==> config.mk <==
export PLATFORM = sky130hd
export DESIGN_NAME = i2c_sram_master_flat
export DESIGN_NICKNAME = d
export VERILOG_FILES = /design/src/rtl/i2c_sram_master_if.sv /design/src/rtl/i2c_sram_master.sv /design/src/flat_wrapper.sv
export SDC_FILE = /design/constraint.sdc
export NUM_CORES = 1
export LEC_CHECK = 0
export ABC_AREA = 1
export CAP_MARGIN = 25
export CORE_UTILIZATION = 49
export DETAILED_ROUTE_END_ITERATION = 12
export GPL_ROUTABILITY_DRIVEN = 0
export PLACE_DENSITY_LB_ADDON = 0.25
export SKIP_LAST_GASP = 1
export SYNTH_ARGS = -nofsm -noshare
export SYNTH_HDL_FRONTEND = slang
export SYNTH_SLANG_ARGS = --single-unit
==> constraint.sdc <==
create_clock -name clk -period 1.5 [get_ports clk]
set_input_delay 0.225 -clock clk [delete_from_list [all_inputs] [get_ports clk]]
set_output_delay 0.225 -clock clk [all_outputs]
set_load 0.03 [all_outputs]
==> src/rtl/i2c_sram_master_if.sv <==
// Command/response and I2C pin bundle between a host and the i2c_sram_master.
// The master modport is the DUT side; the slave modport is the host/bench side.
interface i2c_sram_master_if;
  logic        start;
  logic        rw;
  logic [6:0]  dev_addr;
  logic [7:0]  mem_addr;
  logic [15:0] wdata;
  logic [15:0] rdata;
  logic        busy;
  logic        done;
  logic        ack_error;
  logic        scl;
  logic        sda_o;
  logic        sda_oe;
  logic        sda_i;

  modport master (
    input  start, rw, dev_addr, mem_addr, wdata, sda_i,
    output rdata, busy, done, ack_error, scl, sda_o, sda_oe
  );

  modport slave (
    output start, rw, dev_addr, mem_addr, wdata, sda_i,
    input  rdata, busy, done, ack_error, scl, sda_o, sda_oe
  );
endinterface

==> src/rtl/i2c_sram_master.sv <==
// I2C bus master for the i2c_sram_embedded slave: one fixed 36-slot frame per
// command (dev+rw, mem addr, two data bytes), with NACK abort to STOP.
module i2c_sram_master #(
  parameter int CLK_DIV = 4
) (
  input  logic             clk,
  input  logic             reset,
  i2c_sram_master_if.master bus
);

  localparam int             QW   = (CLK_DIV > 1) ? $clog2(CLK_DIV) : 1;
  localparam logic [QW-1:0]  QMAX = QW'(CLK_DIV - 1);

  typedef enum logic [3:0] {
    S_IDLE, S_START, S_DEV, S_ACK_DEV, S_MEM, S_ACK_MEM,
    S_WR_HI, S_ACK_WH, S_WR_LO, S_ACK_WL,
    S_RD_HI, S_MACK, S_RD_LO, S_MNACK, S_STOP
  } state_t;

  state_t         state_q, state_d;
  logic [QW-1:0]  qcnt_q, qcnt_d;
  logic [1:0]     qtr_q, qtr_d;
  logic [2:0]     bcnt_q, bcnt_d;
  logic           rw_q, rw_d;
  logic [6:0]     dev_q, dev_d;
  logic [7:0]     mem_q, mem_d;
  logic [15:0]    wdata_q, wdata_d;
  logic           samp_q, samp_d;
  logic [15:0]    rdsh_q, rdsh_d;
  logic [15:0]    rdata_q, rdata_d;
  logic           ackerr_q, ackerr_d;
  logic           done_q, done_d;

  logic           q_last, slot_end, samp_tick, bit_scl;
  logic [7:0]     tx_byte;
  logic           scl_c, sda_c, oe_c;

  assign q_last    = (qcnt_q == QMAX);
  assign slot_end  = q_last && (qtr_q == 2'd3);
  // SDA is sampled on the final clk of the first SCL-high quarter
  assign samp_tick = q_last && (qtr_q == 2'd1);
  assign bit_scl   = qtr_q[0] ^ qtr_q[1];

  always_ff @(posedge clk or negedge reset) begin
    if (!reset) begin
      state_q  <= S_IDLE;
      qcnt_q   <= '0;
      qtr_q    <= 2'd0;
      bcnt_q   <= 3'd7;
      rw_q     <= 1'b0;
      dev_q    <= 7'd0;
      mem_q    <= 8'd0;
      wdata_q  <= 16'd0;
      samp_q   <= 1'b1;
      rdsh_q   <= 16'd0;
      rdata_q  <= 16'd0;
      ackerr_q <= 1'b0;
      done_q   <= 1'b0;
    end else begin
      state_q  <= state_d;
      qcnt_q   <= qcnt_d;
      qtr_q    <= qtr_d;
      bcnt_q   <= bcnt_d;
      rw_q     <= rw_d;
      dev_q    <= dev_d;
      mem_q    <= mem_d;
      wdata_q  <= wdata_d;
      samp_q   <= samp_d;
      rdsh_q   <= rdsh_d;
      rdata_q  <= rdata_d;
      ackerr_q <= ackerr_d;
      done_q   <= done_d;
    end
  end

  always_comb begin
    state_d  = state_q;
    qcnt_d   = qcnt_q;
    qtr_d    = qtr_q;
    bcnt_d   = bcnt_q;
    rw_d     = rw_q;
    dev_d    = dev_q;
    mem_d    = mem_q;
    wdata_d  = wdata_q;
    samp_d   = samp_q;
    rdsh_d   = rdsh_q;
    rdata_d  = rdata_q;
    ackerr_d = ackerr_q;
    done_d   = 1'b0;

    if (state_q != S_IDLE) begin
      qcnt_d = q_last ? '0 : qcnt_q + 1'b1;
      if (q_last) qtr_d = qtr_q + 1'b1;
    end

    if (samp_tick) begin
      samp_d = bus.sda_i;
      if (state_q == S_RD_HI || state_q == S_RD_LO)
        rdsh_d = {rdsh_q[14:0], bus.sda_i};
    end

    case (state_q)
      S_IDLE: begin
        if (bus.start) begin
          rw_d     = bus.rw;
          dev_d    = bus.dev_addr;
          mem_d    = bus.mem_addr;
          wdata_d  = bus.wdata;
          ackerr_d = 1'b0;
          qcnt_d   = '0;
          qtr_d    = 2'd0;
          state_d  = S_START;
        end
      end
      S_START: begin
        if (slot_end) begin
          bcnt_d  = 3'd7;
          state_d = S_DEV;
        end
      end
      S_DEV, S_MEM, S_WR_HI, S_WR_LO, S_RD_HI, S_RD_LO: begin
        if (slot_end) begin
          bcnt_d = bcnt_q - 3'd1;
          if (bcnt_q == 3'd0) begin
            case (state_q)
              S_DEV:   state_d = S_ACK_DEV;
              S_MEM:   state_d = S_ACK_MEM;
              S_WR_HI: state_d = S_ACK_WH;
              S_WR_LO: state_d = S_ACK_WL;
              S_RD_HI: state_d = S_MACK;
              default: state_d = S_MNACK;
            endcase
          end
        end
      end
      S_ACK_DEV, S_ACK_MEM, S_ACK_WH, S_ACK_WL: begin
        if (slot_end) begin
          bcnt_d = 3'd7;
          if (samp_q) begin
            ackerr_d = 1'b1;
            state_d  = S_STOP;
          end else begin
            case (state_q)
              S_ACK_DEV: state_d = S_MEM;
              S_ACK_MEM: state_d = rw_q ? S_RD_HI : S_WR_HI;
              S_ACK_WH:  state_d = S_WR_LO;
              default:   state_d = S_STOP;
            endcase
          end
        end
      end
      S_MACK: begin
        if (slot_end) begin
          bcnt_d  = 3'd7;
          state_d = S_RD_LO;
        end
      end
      S_MNACK: begin
        if (slot_end) state_d = S_STOP;
      end
      S_STOP: begin
        if (slot_end) begin
          state_d = S_IDLE;
          done_d  = 1'b1;
          // a read that reached STOP without a NACK shifted in all 16 bits
          if (rw_q && !ackerr_q) rdata_d = rdsh_q;
        end
      end
      default: state_d = S_IDLE;
    endcase
  end

  always_comb begin
    tx_byte = 8'hFF;
    case (state_q)
      S_DEV:   tx_byte = {dev_q, rw_q};
      S_MEM:   tx_byte = mem_q;
      S_WR_HI: tx_byte = wdata_q[15:8];
      S_WR_LO: tx_byte = wdata_q[7:0];
      default: tx_byte = 8'hFF;
    endcase
  end

  // Pin levels are decoded straight from registered state so an async reset
  // releases the bus in the same cycle.
  always_comb begin
    scl_c = 1'b1;
    sda_c = 1'b1;
    oe_c  = 1'b0;
    case (state_q)
      S_IDLE: begin
        scl_c = 1'b1;
      end
      S_START: begin
        oe_c  = 1'b1;
        sda_c = (qtr_q == 2'd0);
        scl_c = (qtr_q != 2'd3);
      end
      S_STOP: begin
        oe_c  = 1'b1;
        sda_c = qtr_q[1];
        scl_c = (qtr_q != 2'd0);
      end
      S_DEV, S_MEM, S_WR_HI, S_WR_LO: begin
        oe_c  = 1'b1;
        sda_c = tx_byte[bcnt_q];
        scl_c = bit_scl;
      end
      S_MACK: begin
        oe_c  = 1'b1;
        sda_c = 1'b0;
        scl_c = bit_scl;
      end
      S_MNACK: begin
        oe_c  = 1'b1;
        sda_c = 1'b1;
        scl_c = bit_scl;
      end
      default: begin
        scl_c = bit_scl;
      end
    endcase
  end

  assign bus.scl       = scl_c;
  assign bus.sda_o     = sda_c;
  assign bus.sda_oe    = oe_c;
  assign bus.busy      = (state_q != S_IDLE);
  assign bus.done      = done_q;
  assign bus.ack_error = ackerr_q;
  assign bus.rdata     = rdata_q;

endmodule

==> src/flat_wrapper.sv <==
// flat-port wrapper written by rule: the top's interface ports become plain ports
module i2c_sram_master_flat 
#(
  parameter int CLK_DIV = 4
)
  (clk, reset, bus_start, bus_rw, bus_dev_addr, bus_mem_addr, bus_wdata, bus_sda_i, bus_rdata, bus_busy, bus_done, bus_ack_error, bus_scl, bus_sda_o, bus_sda_oe);
  i2c_sram_master_if bus_i ();
  input  logic clk;
  input  logic reset;
  input wire logic [$bits(bus_i.start)-1:0] bus_start;
  input wire logic [$bits(bus_i.rw)-1:0] bus_rw;
  input wire logic [$bits(bus_i.dev_addr)-1:0] bus_dev_addr;
  input wire logic [$bits(bus_i.mem_addr)-1:0] bus_mem_addr;
  input wire logic [$bits(bus_i.wdata)-1:0] bus_wdata;
  input wire logic [$bits(bus_i.sda_i)-1:0] bus_sda_i;
  output wire logic [$bits(bus_i.rdata)-1:0] bus_rdata;
  output wire logic [$bits(bus_i.busy)-1:0] bus_busy;
  output wire logic [$bits(bus_i.done)-1:0] bus_done;
  output wire logic [$bits(bus_i.ack_error)-1:0] bus_ack_error;
  output wire logic [$bits(bus_i.scl)-1:0] bus_scl;
  output wire logic [$bits(bus_i.sda_o)-1:0] bus_sda_o;
  output wire logic [$bits(bus_i.sda_oe)-1:0] bus_sda_oe;
  assign bus_i.start = bus_start;
  assign bus_i.rw = bus_rw;
  assign bus_i.dev_addr = bus_dev_addr;
  assign bus_i.mem_addr = bus_mem_addr;
  assign bus_i.wdata = bus_wdata;
  assign bus_i.sda_i = bus_sda_i;
  assign bus_rdata = bus_i.rdata;
  assign bus_busy = bus_i.busy;
  assign bus_done = bus_i.done;
  assign bus_ack_error = bus_i.ack_error;
  assign bus_scl = bus_i.scl;
  assign bus_sda_o = bus_i.sda_o;
  assign bus_sda_oe = bus_i.sda_oe;
  i2c_sram_master #(.CLK_DIV(CLK_DIV)) u_core (.clk(clk), .reset(reset), .bus(bus_i));
endmodule
==> results_dict.tcl <==
set metrics [dict create \
    criticalPathCategory "reg2out" \
    drtIter0Drc 254 \
    outcome "complete, but fails checks" \
    dieArea_mm2 0.00811 \
    totalWireLength_mm 12.6 \
    finalNonFillerCells 712 \
    min_path_type "in2async" \
    core_area_mm2 0.00737 \
    ctsHtreeMaxLevel 3 \
    syn_area_per_cell_um2 7.99 \
    max-cap-violations 0 \
    io_buffers 57 \
    final_antenna_net_count 0 \
    route.detailed.drc 0 \
    die_h_um 90.0 \
    synth-main-ff-cell "dfrtp_1" \
    yosys_warnings 0 \
    switchingPower_w 0.00517 \
    cp_data_arrival_time_ns 2.04 \
    clockBufferDepth 2 \
    slew_headroom_pct 67.2 \
    ys_ff_latch 78 \
    clock_skew_ns 0.0114 \
    setup_violations 80 \
    grt_max_degree 33 \
    synth_cells 475 \
    vias 3885 \
    drive_above_1_share_pct 38.2 \
    syn_area_mm2 0.00380 \
    grt_overflow_total 0 \
    io_pins 58 \
    slew_violations 0 \
    area_growth_pct 58.5 \
    yosysUniqueCellTypes 39 \
    async_flop_share_pct 100 \
    worst_slew_pin_slew_ns 0.493 \
    initial_core_util_pct 51.5 \
    dr.pass1.iters 5 \
    timing.final.ws_setup_ns -0.763 \
    grt_pass1_wl_mm 18.5 \
    dpl_worst_slack_ns -0.390 \
    dpl_cell_area_mm2 0.00485 \
    p_per_area_mw_per_mm2 1960 \
    cts_sinks 78 \
    critPathCaptureType "primary output" \
    cts_inserted_buffers 9 \
    cts_root_buffer "clkbuf_8" \
    final_area_mm2 0.00602 \
    layout.nets 650 \
    clk_pin_slew_ns 0.09 \
    failed_checks "setup timing" \
    grt_antenna_before_repair 0 \
    dpl.cell_count 662 \
    cts_tree "built" \
    cp.required_ns 1.27 \
    via_per_inst 5.46 \
    mostFrequentLayoutCell "nand2_1" \
    p_comb_share_pct 57.6 \
    final_cell_mix "nand2_1 (110), dfrtp_1 (71), nand2_2 (56), inv_1 (44), buf_4 (43)" \
    max_freq_mhz 442 \
    antenna_cells 0 \
    finalHoldViolCount 0 \
    syn_nets 517 \
    synth_edf_count 0 \
    clock_latency_ns 0.36 \
    crit_path_start_kind "flop" \
    pwr-share-seq_pct 28.6 \
    rrSetupSlack_ns -0.61 \
    ys_seq_area_share_pct 51.5 \
    wl_per_cell_um 17.7 \
    cp_max_fo 6 \
    grt_use_total_pct 29.3 \
    grt_pass1_vias 3900 \
    hpwl_mm 6.84 \
    rsz0062_at_grt "true" \
    vdd_drop_max_mv 0.857 \
    power_leakage_nw 2.98 \
    die_x_um 90.0 \
    power.share.switching_pct 43.9 \
    p_int_w 0.00662 \
    period_share_pct 151 \
    min_period_ns 2.26 \
    power_frac_clock_pct 13.8 \
    row_count 31 \
]
==> through the flow <==
step                      utilization (%)  TNS (ns)  hold slack, ns  total power, W
after detailed placement             65.8    -11.72           0.217         0.00766
after global placement               65.8     -9.11           0.214         0.00750
after global routing                 81.6    -34.98           0.391          0.0123
after CTS                            76.4    -17.10           0.367          0.0105
final                                81.6    -29.16           0.367          0.0118
after floorplan                         -   -0.0259         -0.0706         0.00597
==> synthesized netlist by cell type, types with 4 or more instances <==
cell / count / area share (%)
inv_1: 50 / 4.9
buf_2: 9 / 1.2
dfstp_2: 4 / 2.8
o21ai_1: 25 / 3.3
nand3_1: 24 / 3.2
ha_1: 6 / 2.0
o21ai_0: 24 / 3.2
dfrtp_1: 74 / 49
nand2_1: 182 / 18
a21oi_1: 7 / 0.92
nor2_1: 24 / 2.4
nor2_2: 6 / 0.99
==> logic make-up after synthesis <==
family / after synthesis / synth area share [%]
DFF: 78 / 51.5
adders and majority gates: 6 / 1.98
and+or+nand+nor: 251 / 28.0
xor gates and xnor gates: 1 / 0.231
AOI/OAI and AO/OA: 69 / 10.0
muxes: 1 / 0.297
buffers and inverters: 69 / 7.91
==> sequential cells by signal, indices dropped and copies added (netlist names) <==
register,flops
u_core.bcnt_q,3
u_core.bus.ack_error,1
u_core.bus.done,1
u_core.bus.rdata,16
u_core.dev_q,7
u_core.mem_q,8
u_core.qcnt_q,2
u_core.qtr_q,2
u_core.rdsh_q,16
u_core.rw_q,1
u_core.samp_q,1
u_core.state_q,4
u_core.wdata_q,16
==> per-layer routing <==
| layer | GRT usage (%) | up-vias | wire length, µm |
|---|---|---|---|
| met3 | 5.50 | 54 | 775 |
| met5 | 0 | - | 0 |
| met4 | 16.0 | 0 | 620 |
| met1 | 37.2 | 1870 | 5080 |
| met2 | 47.3 | 198 | 6110 |
| li1 | - | 1763 | - |
==> path summary, 6_finish.rpt <==
path | from | endpoint | depth (start not counted)
max reg2reg | u_core.state_q[2] | u_core.qcnt_q[0] | 15
min in group clk | bus_mem_addr[4] | u_core.mem_q[4] | 3
max in group asynchronous | reset | u_core.samp_q | 3
min reg2reg | u_core.rdsh_q[12] | u_core.rdsh_q[12] | 2
min | reset | u_core.dev_q[1] | 2
max | u_core.state_q[3] | bus_sda_o | 12
==> worst max-delay path, stage by stage, from the launching register on <==
cell	delay, ns
dfrtp_1	0.44
buf_6	0.16
nor2_4	0.20
buf_6	0.13
nand3_2	0.05
nand2_1	0.08
nor2_1	0.05
nand2_1	0.13
nand3_2	0.10
nand3_2	0.09
nand2_2	0.08
nand2_4	0.06
buf_6	0.12
==> what timing repair did <==
item / in CTS / in global routing
hold endpoints to repair: 30 / 0
endpoints found under the setup margin: 95 / 80
pin swaps: 17 / 28
gates cloned: 6 / 4
setup buffers: 22 / 12
hold buffers: 1 / 0
resized for setup: 101 / 109
==> area by class of cell <==
class	instances	area (µm²)
clock buffer	10	128
clock inverter	6	71.3
fill	396	1350
inverter	54	238
multi-input combinational	328	2030
sequential	78	1960
tap	99	124
timing repair buffer	137	1470
==> power by group through the flow <==
stage	combinational [W]	sequential [W]	clock, W
after detailed placement	0.00439	0.00327	0
final	0.00679	0.00337	0.00163
after floorplan	0.00288	0.00309	0
after CTS	0.00556	0.00329	0.00163
after global placement	0.00425	0.00325	0
after global routing	0.00720	0.00340	0.00173
Note: power is estimated with default switching activity, not from simulation.
